--- src/rtl/prim_ram_1p_rmw.sv ---
`default_nettype none
// +--------------------------------------------------------------------------+
// | Module   : prim_ram_1p_rmw                                                |
// | Purpose  : Partial-write host port in front of a full-word-only ECC RAM,   |
// |            using read-modify-write for masked writes.                     |
// | Revision : 1.0                                                           |
// +--------------------------------------------------------------------------+
module prim_ram_1p_rmw #(
  parameter int Depth = 512,
  parameter int Width = 32,
  localparam int Aw   = (Depth > 1) ? $clog2(Depth) : 1
) (
  input  logic             clk_i,
  input  logic             rst_i,

  input  logic             req_i,
  output logic             gnt_o,
  input  logic             write_i,
  input  logic [Aw-1:0]    addr_i,
  input  logic [Width-1:0] wdata_i,
  input  logic [Width-1:0] wmask_i,

  output logic             rvalid_o,
  output logic [Width-1:0] rdata_o,
  output logic [1:0]       rerror_o,

  output logic             ram_req_o,
  output logic             ram_write_o,
  output logic [Aw-1:0]    ram_addr_o,
  output logic [Width-1:0] ram_wdata_o,
  output logic [Width-1:0] ram_wmask_o,

  input  logic             ram_rvalid_i,
  input  logic [Width-1:0] ram_rdata_i,
  input  logic [1:0]       ram_rerror_i,

  output logic             rmw_err_o,
  output logic [7:0]       err_cnt_o
);

  typedef enum logic [1:0] {
    ST_IDLE    = 2'd0,
    ST_RD_WAIT = 2'd1,
    ST_RMW_RD  = 2'd2,
    ST_RMW_WR  = 2'd3
  } state_e;

  localparam logic [7:0] c_cnt_max = 8'hFF;

  state_e             r_state;
  logic [Aw-1:0]      r_addr;
  logic [Width-1:0]   r_wdata;
  logic [Width-1:0]   r_wmask;
  logic [Width-1:0]   r_merged;
  logic               r_rmw_err;
  logic [7:0]         r_err_cnt;

  logic               w_full_mask;
  logic               w_accept;
  logic               w_uncorr;

  assign w_full_mask = &wmask_i;
  // Requests are refused while reset is held so nothing reaches the RAM.
  assign w_accept    = (r_state == ST_IDLE) && req_i && !rst_i;
  assign w_uncorr    = ram_rvalid_i && ram_rerror_i[1] &&
                       ((r_state == ST_RD_WAIT) || (r_state == ST_RMW_RD));

  assign gnt_o       = (r_state == ST_IDLE) && !rst_i;
  assign ram_wmask_o = {Width{1'b1}};
  assign rmw_err_o   = r_rmw_err;
  assign err_cnt_o   = r_err_cnt;

  always_comb begin
    ram_req_o   = 1'b0;
    ram_write_o = 1'b0;
    ram_addr_o  = '0;
    ram_wdata_o = '0;
    rvalid_o    = 1'b0;
    rdata_o     = '0;
    rerror_o    = 2'b00;
    case (r_state)
      ST_IDLE: begin
        if (w_accept) begin
          ram_req_o  = 1'b1;
          ram_addr_o = addr_i;
          if (write_i && w_full_mask) begin
            ram_write_o = 1'b1;
            ram_wdata_o = wdata_i;
          end
        end
      end
      ST_RD_WAIT: begin
        if (ram_rvalid_i) begin
          rvalid_o = 1'b1;
          rdata_o  = ram_rdata_i;
          rerror_o = ram_rerror_i;
        end
      end
      ST_RMW_WR: begin
        ram_req_o   = 1'b1;
        ram_write_o = 1'b1;
        ram_addr_o  = r_addr;
        ram_wdata_o = r_merged;
      end
      default: ;
    endcase
  end

  always_ff @(posedge clk_i or posedge rst_i) begin
    if (rst_i) begin
      r_state   <= ST_IDLE;
      r_addr    <= '0;
      r_wdata   <= '0;
      r_wmask   <= '0;
      r_merged  <= '0;
      r_rmw_err <= 1'b0;
      r_err_cnt <= '0;
    end else begin
      r_rmw_err <= 1'b0;
      if (w_uncorr && (r_err_cnt != c_cnt_max)) begin
        r_err_cnt <= r_err_cnt + 8'd1;
      end
      case (r_state)
        ST_IDLE: begin
          if (w_accept) begin
            if (!write_i) begin
              r_state <= ST_RD_WAIT;
            end else if (!w_full_mask) begin
              r_addr  <= addr_i;
              r_wdata <= wdata_i;
              r_wmask <= wmask_i;
              r_state <= ST_RMW_RD;
            end
          end
        end
        ST_RD_WAIT: begin
          if (ram_rvalid_i) begin
            r_state <= ST_IDLE;
          end
        end
        ST_RMW_RD: begin
          if (ram_rvalid_i) begin
            // An uncorrectable word must not be written back with a fresh ECC.
            if (ram_rerror_i[1]) begin
              r_rmw_err <= 1'b1;
              r_state   <= ST_IDLE;
            end else begin
              r_merged <= (r_wdata & r_wmask) | (ram_rdata_i & ~r_wmask);
              r_state  <= ST_RMW_WR;
            end
          end
        end
        ST_RMW_WR: begin
          r_state <= ST_IDLE;
        end
        default: r_state <= ST_IDLE;
      endcase
    end
  end

endmodule
`default_nettype wire
--- config.mk ---
export PLATFORM = sky130hd
export DESIGN_NAME = prim_ram_1p_rmw
export DESIGN_NICKNAME = d
export VERILOG_FILES = /design/src/rtl/prim_ram_1p_rmw.sv
export SDC_FILE = /design/constraint.sdc
export NUM_CORES = 1
export LEC_CHECK = 0
export CORE_AREA = 2 2 119 121
export DETAILED_ROUTE_END_ITERATION = 8
export DIE_AREA = 0 0 121 123
export GPL_TIMING_DRIVEN = 1
export PLACE_DENSITY = 0.77
export SLEW_MARGIN = 10
export SYNTH_ARGS = -nofsm -noshare
export SYNTH_HDL_FRONTEND = slang
export SYNTH_SLANG_ARGS = --single-unit
--- constraint.sdc ---
create_clock -name clk_i -period 4.85 [get_ports clk_i]
set_clock_uncertainty 0.1 [all_clocks]
set_input_delay 0.7275 -clock clk_i [delete_from_list [all_inputs] [get_ports clk_i]]
set_output_delay 0.7275 -clock clk_i [all_outputs]
set_load 0.01 [all_outputs]
After elaboration in Yosys (flattened, before gate mapping)
Cells that the tools add are included.
Storage, ports and cells
  word-level logic and storage cells: 62
  bits of input ports: 112
  register bits after elaboration: 116
Cells by class
  bitwise logic cells: 6
  $add $sub $neg: 1
  muxes and demuxes: 26
  reduce and logical (&&, ||, !) cells: 14
  equality and inequality tests: 8
Operators by type and width (count)
  32-bit 2-to-1 mux: 4
  32-bit AND: 2
  32-bit case mux with 2 select lines: 1
  32-bit inverter: 1
  32-bit OR: 1
  32-bit AND reduction: 1
  9-bit case mux with 2 select lines: 1
  2-bit 2-to-1 mux: 8
  9-bit 2-to-1 mux: 1
  8-bit by 1-bit adder with 8-bit output (second input constant): 1
  1-bit 2-to-1 mux: 8
  8-bit != test (second input constant): 1
  2-bit case mux with 4 select lines: 1
  4-bit AND reduction: 2
  1-bit logical AND: 7
  2-bit != test (second input constant): 3
  2-bit == test (second input constant): 2
  1-bit case mux with 2 select lines: 2
  3-bit != test (second input constant): 1
  3-bit AND reduction: 1
  2-bit by 1-bit == test with 1-bit output (second input constant): 1
  2-bit zero test: 1
  1-bit inverter: 2
  1-bit zero test: 1
  1-bit logical OR: 1

Logic depth before layout (Yosys ltp)
Gate-level depths: netlist of the first run.
  depth in word-level cells: 5
  depth in mapped cells: 8
  gate-level depth less buffers: 6

Least setup slack after synthesis of the first run
Ideal clock, no wire load.
  path type: input to output
  start: input port wmask_i[30]
  end: output port ram_wdata_o[0]
  stages on the path: 5
  path slack: 1.887 ns
  path buffers: 1
  arrival: 2.135 ns
  path through: nand4_1 > or4_4 > nor4_4 > buf_6 > a22o_1
On the way
  cells in the longest elaborated chain, start to end: 5
Ends and longest elaborated chain
  from (decl): line 21  | input logic [Width-1:0] wmask_i,
  32-bit AND reduction: line 62  | assign w_full_mask = &wmask_i;
  1-bit logical AND: line 86  | if (write_i && w_full_mask) begin
  32-bit 2-to-1 mux: line 86
  32-bit 2-to-1 mux: line 83  | if (w_accept) begin
  32-bit case mux with 2 select lines: line 81  | case (r_state)
  to (decl): line 30  | output logic [Width-1:0] ram_wdata_o,
Every way passes these cells.

Worst setup path in the final report of the first run
  start: input port wmask_i[15]
  end: output port ram_wdata_o[29]
Same word-level chain as after synthesis.

==> results of run 1 <==
-- tightest hold or removal path, cell delays in order (launching register included) --
cell	delay, ns
dfrtp_1	0.33
nand2_1	0.05
o21ai_0	0.06
-- cell type report --
cell class,instances,area share [%]
clock inverter,6,0.653
sequential,116,34.4
timing repair buffer,211,24.7
clock buffer,24,5.60
multi-input combinational,355,31.7
inverter,5,0.252
tap,180,2.67
-- registers in the layout, indices dropped and copies added, names as in the netlist --
name,count
r_merged,32
r_wdata,32
r_wmask,32
r_addr,9
err_cnt_o,8
r_state,2
rmw_err_o,1
-- how the worst min path moves through the flow --
stage	from	endpoint	slack [ns]	cells after the start
3_5_place_dp	r_merged[31]	r_merged[31]	0.37	2
3_3_place_gp	r_merged[31]	r_merged[31]	0.36	2
6_report	r_merged[31]	r_merged[31]	0.38	2
2_1_floorplan	r_merged[14]	r_merged[14]	0.35	2
5_1_grt	r_merged[8]	r_merged[8]	0.41	2
4_1_cts	r_merged[31]	r_merged[31]	0.38	2
-- cells by family after synthesis --
kind of cell	synth area share, %
AO/OA/AOI/OAI	10.3
AND/OR/NAND/NOR	10.8
adder cells (fa/ha/maj)	1.27
other	0.0635
XOR/XNOR	1.04
multiplexers	19.5
flip-flops	49.2
buffers and inverters	7.84
-- cell usage in the layout (no fill, tap or decap), types with 2 or more instances in the layout --
master           count
and3_1              36
o21ai_0             34
and2_1               3
clkbuf_1             5
nor2_1              15
a31oi_1              3
dfrtp_1            116
a22o_1              17
buf_4               12
clkinv_2             5
clkbuf_16           17
nand4_1             14
ha_1                 6
clkdlybuf4s50_1    199
conb_1              32
nand2_1             38
inv_1                4
xnor2_1              6
mux2_2              74
mux2i_1             32
a22o_2              15
nand3_1              2
a22oi_1              9
clkbuf_8             2
a311oi_1             3
nor4_1               2
-- power by group through the flow --
stage                     combinational [mW]  sequential (mW)  clock [mW]
after floorplan                        0.977             1.67           0
after global placement                  1.47             1.72           0
after detailed placement                1.53             1.74           0
after CTS                               1.54             1.74        1.14
after global routing                    1.66             1.79        1.19
final                                   1.53             1.74        1.12
-- layer usage --
metal / GRT usage, % / share of wire, %
met5: 0 / 0
met4: 8.14 / 1.9
met3: 5.49 / 7.0
met2: 35.4 / 50
met1: 26.5 / 41
==> impl_results.md, run 1 <==
* Share of the synthesized area in the top cell type at 49.2%
* HPWL after DPL at 11200 um
* Routability cong. at 0.822
* Status: finished, final reports clean
* Max Clock Freq at 0.236 GHz
* Vias at 4684
* Arrival @ worst endpoint at 3.40 ns
* Initial Util at 43.4%
* Synth Register Bits at 116
* Crit path capture: ram_wdata_o[29]
* Clk slew on worst S/H paths at 0.05 ns
* CTS H-tree depth at 4
* Total wire length at 15700 um
* Number of nets in the layout at 824
* Largest net degree at the start of global routing at 67
* Hold WC Path Type: flip-flop to flip-flop
* Layout Utilization at 61.9%
* Core area at 13600 um^2
* Synth area leader: dfrtp_1
* Drt drc at 0
* Layout overhead on the synthesized area at 42.7%
* Synth Area per Inst at 11.6 um^2
* Worst Slack Setup Final at 0.621 ns
* EDFF count, synth at 0
* Internal power at 3.02 mW
* Vias in the first global route at 4741
* Chip width at 121 um
* Total global-route track usage at 21.2%
* Cells on worst reg2reg path at 7
* Sw Ratio at 31.2%
* Multi-input gate area at 2670 um^2
* Max-cap viol count at 0
* Rows at 43
* Power Dens Cells at 520 nW/um^2
* Synth cell types at 38
* Cell family with most CP delay: buffers and inverters
* Mapped cell area at 5910 um^2
* Req. time, crit path at 4.02 ns
* Reg2reg setup slack at 2.35 ns
* Combinational share of power at 34.8%
* P_sw at 1.37 mW
* Hold_ws at 0.378 ns
* Crit path kind: input pin to output port
* Placed cell area at 7900 um^2
* Fill count at 1069
* Register area at 2900 um^2
* Fraction of layout cells with a size suffix above 1 at 18.5%
* Reg-to-reg endpoint: r_wmask[18]
* Slew HR at 39.7%
* Antenna violations before repair at 0
* PortBufs at 199
* Final Max Tran Viols at 0
* Total global routing overflow at 0
* Worst Setup End Kind: output port
* Max stage delay on crit path at 0.68 ns
* Final min period at 4.23 ns
* Number of buffers inserted during clock tree synthesis at 17
* Clk sinks at 116
* Drt pass-1 iters at 4
* Dominant synthesized flop cell: dfrtp_1
* Cells after Synth at 507
* CP Buf/Inv Count at 3
* Startpoint Class: input pin
* Worst path depth at 7
* Crit path top cell by count: clkdlybuf4s50_1
* Worst-path cell chain: clkdlybuf4s50_1 -> nand4_1 -> or4_1 -> nor4_4 -> buf_4 -> a22o_1 -> clkdlybuf4s50_1
* Total power at 4.39 mW
* Worst-Margin Slew at 0.902 ns
* Clock power share at 25.5%
* Hold-fix buffers, CTS at 0
* RSZ-0062 raised after global routing: no
* Fin area at 8430 um^2
* Clock Tree Buf Depth at 2
* Fin. Hold Viols at 0
* Final setup viols at 0
* Setup crit start: wmask_i[15]
* Async SR Flop Fraction at 100%
* CTS tree: built
* Post-DR vias/cell at 5.22
* Setup TNS at 0 ns
* Root buffer cell: clkbuf_16
* Final period utilization at 87.2%
* Most common cell in the netlist: dfrtp_1
* Crit Reg-Reg Startpoint: r_state[0]
* Die area at 14900 um^2
* IO Count at 232
* Clk_lat worst skew at 0.40 ns
* Resize count post-CTS at 0
* Ranking of synthesized cells by area: dfrtp_1, mux2_2, mux2i_1, buf_4, and3_1
* DRT iter0 DRCs at 243
* Routed len/inst at 17.6 um
* Post-Place Cells at 867
* Synth cell count leaders: dfrtp_1, mux2_2, nand2_1
* Max FO, Critical Path at 17
* Sequential power share at 39.7%
* Seq/Total Area, Yosys at 49.2%
* Postcts setup bufs at 0
* Max VDD drop at 0.000279 V
* Ys Warns at 0
* Antenna diode count at 0
* First-pass GRT wire length at 24400 um
* Leakage power at 3.70 nW
* Crit path max-delay cell type: or4_1
* Placement Setup Slack at 0.601 ns
* Post-route ant nets at 0
* Final Non-Filler Cells at 897
* Die Ht at 123 um
No activity file was read; power rests on OpenSTA's default activity.
==> inputs of run 2 (changes only) <==
- SKIP_LAST_GASP: default -> 1
- SLEW_MARGIN: 10 -> 0
==> results of run 2 <==
No change in the layout: final DEF, timing and power equal those of run 1.
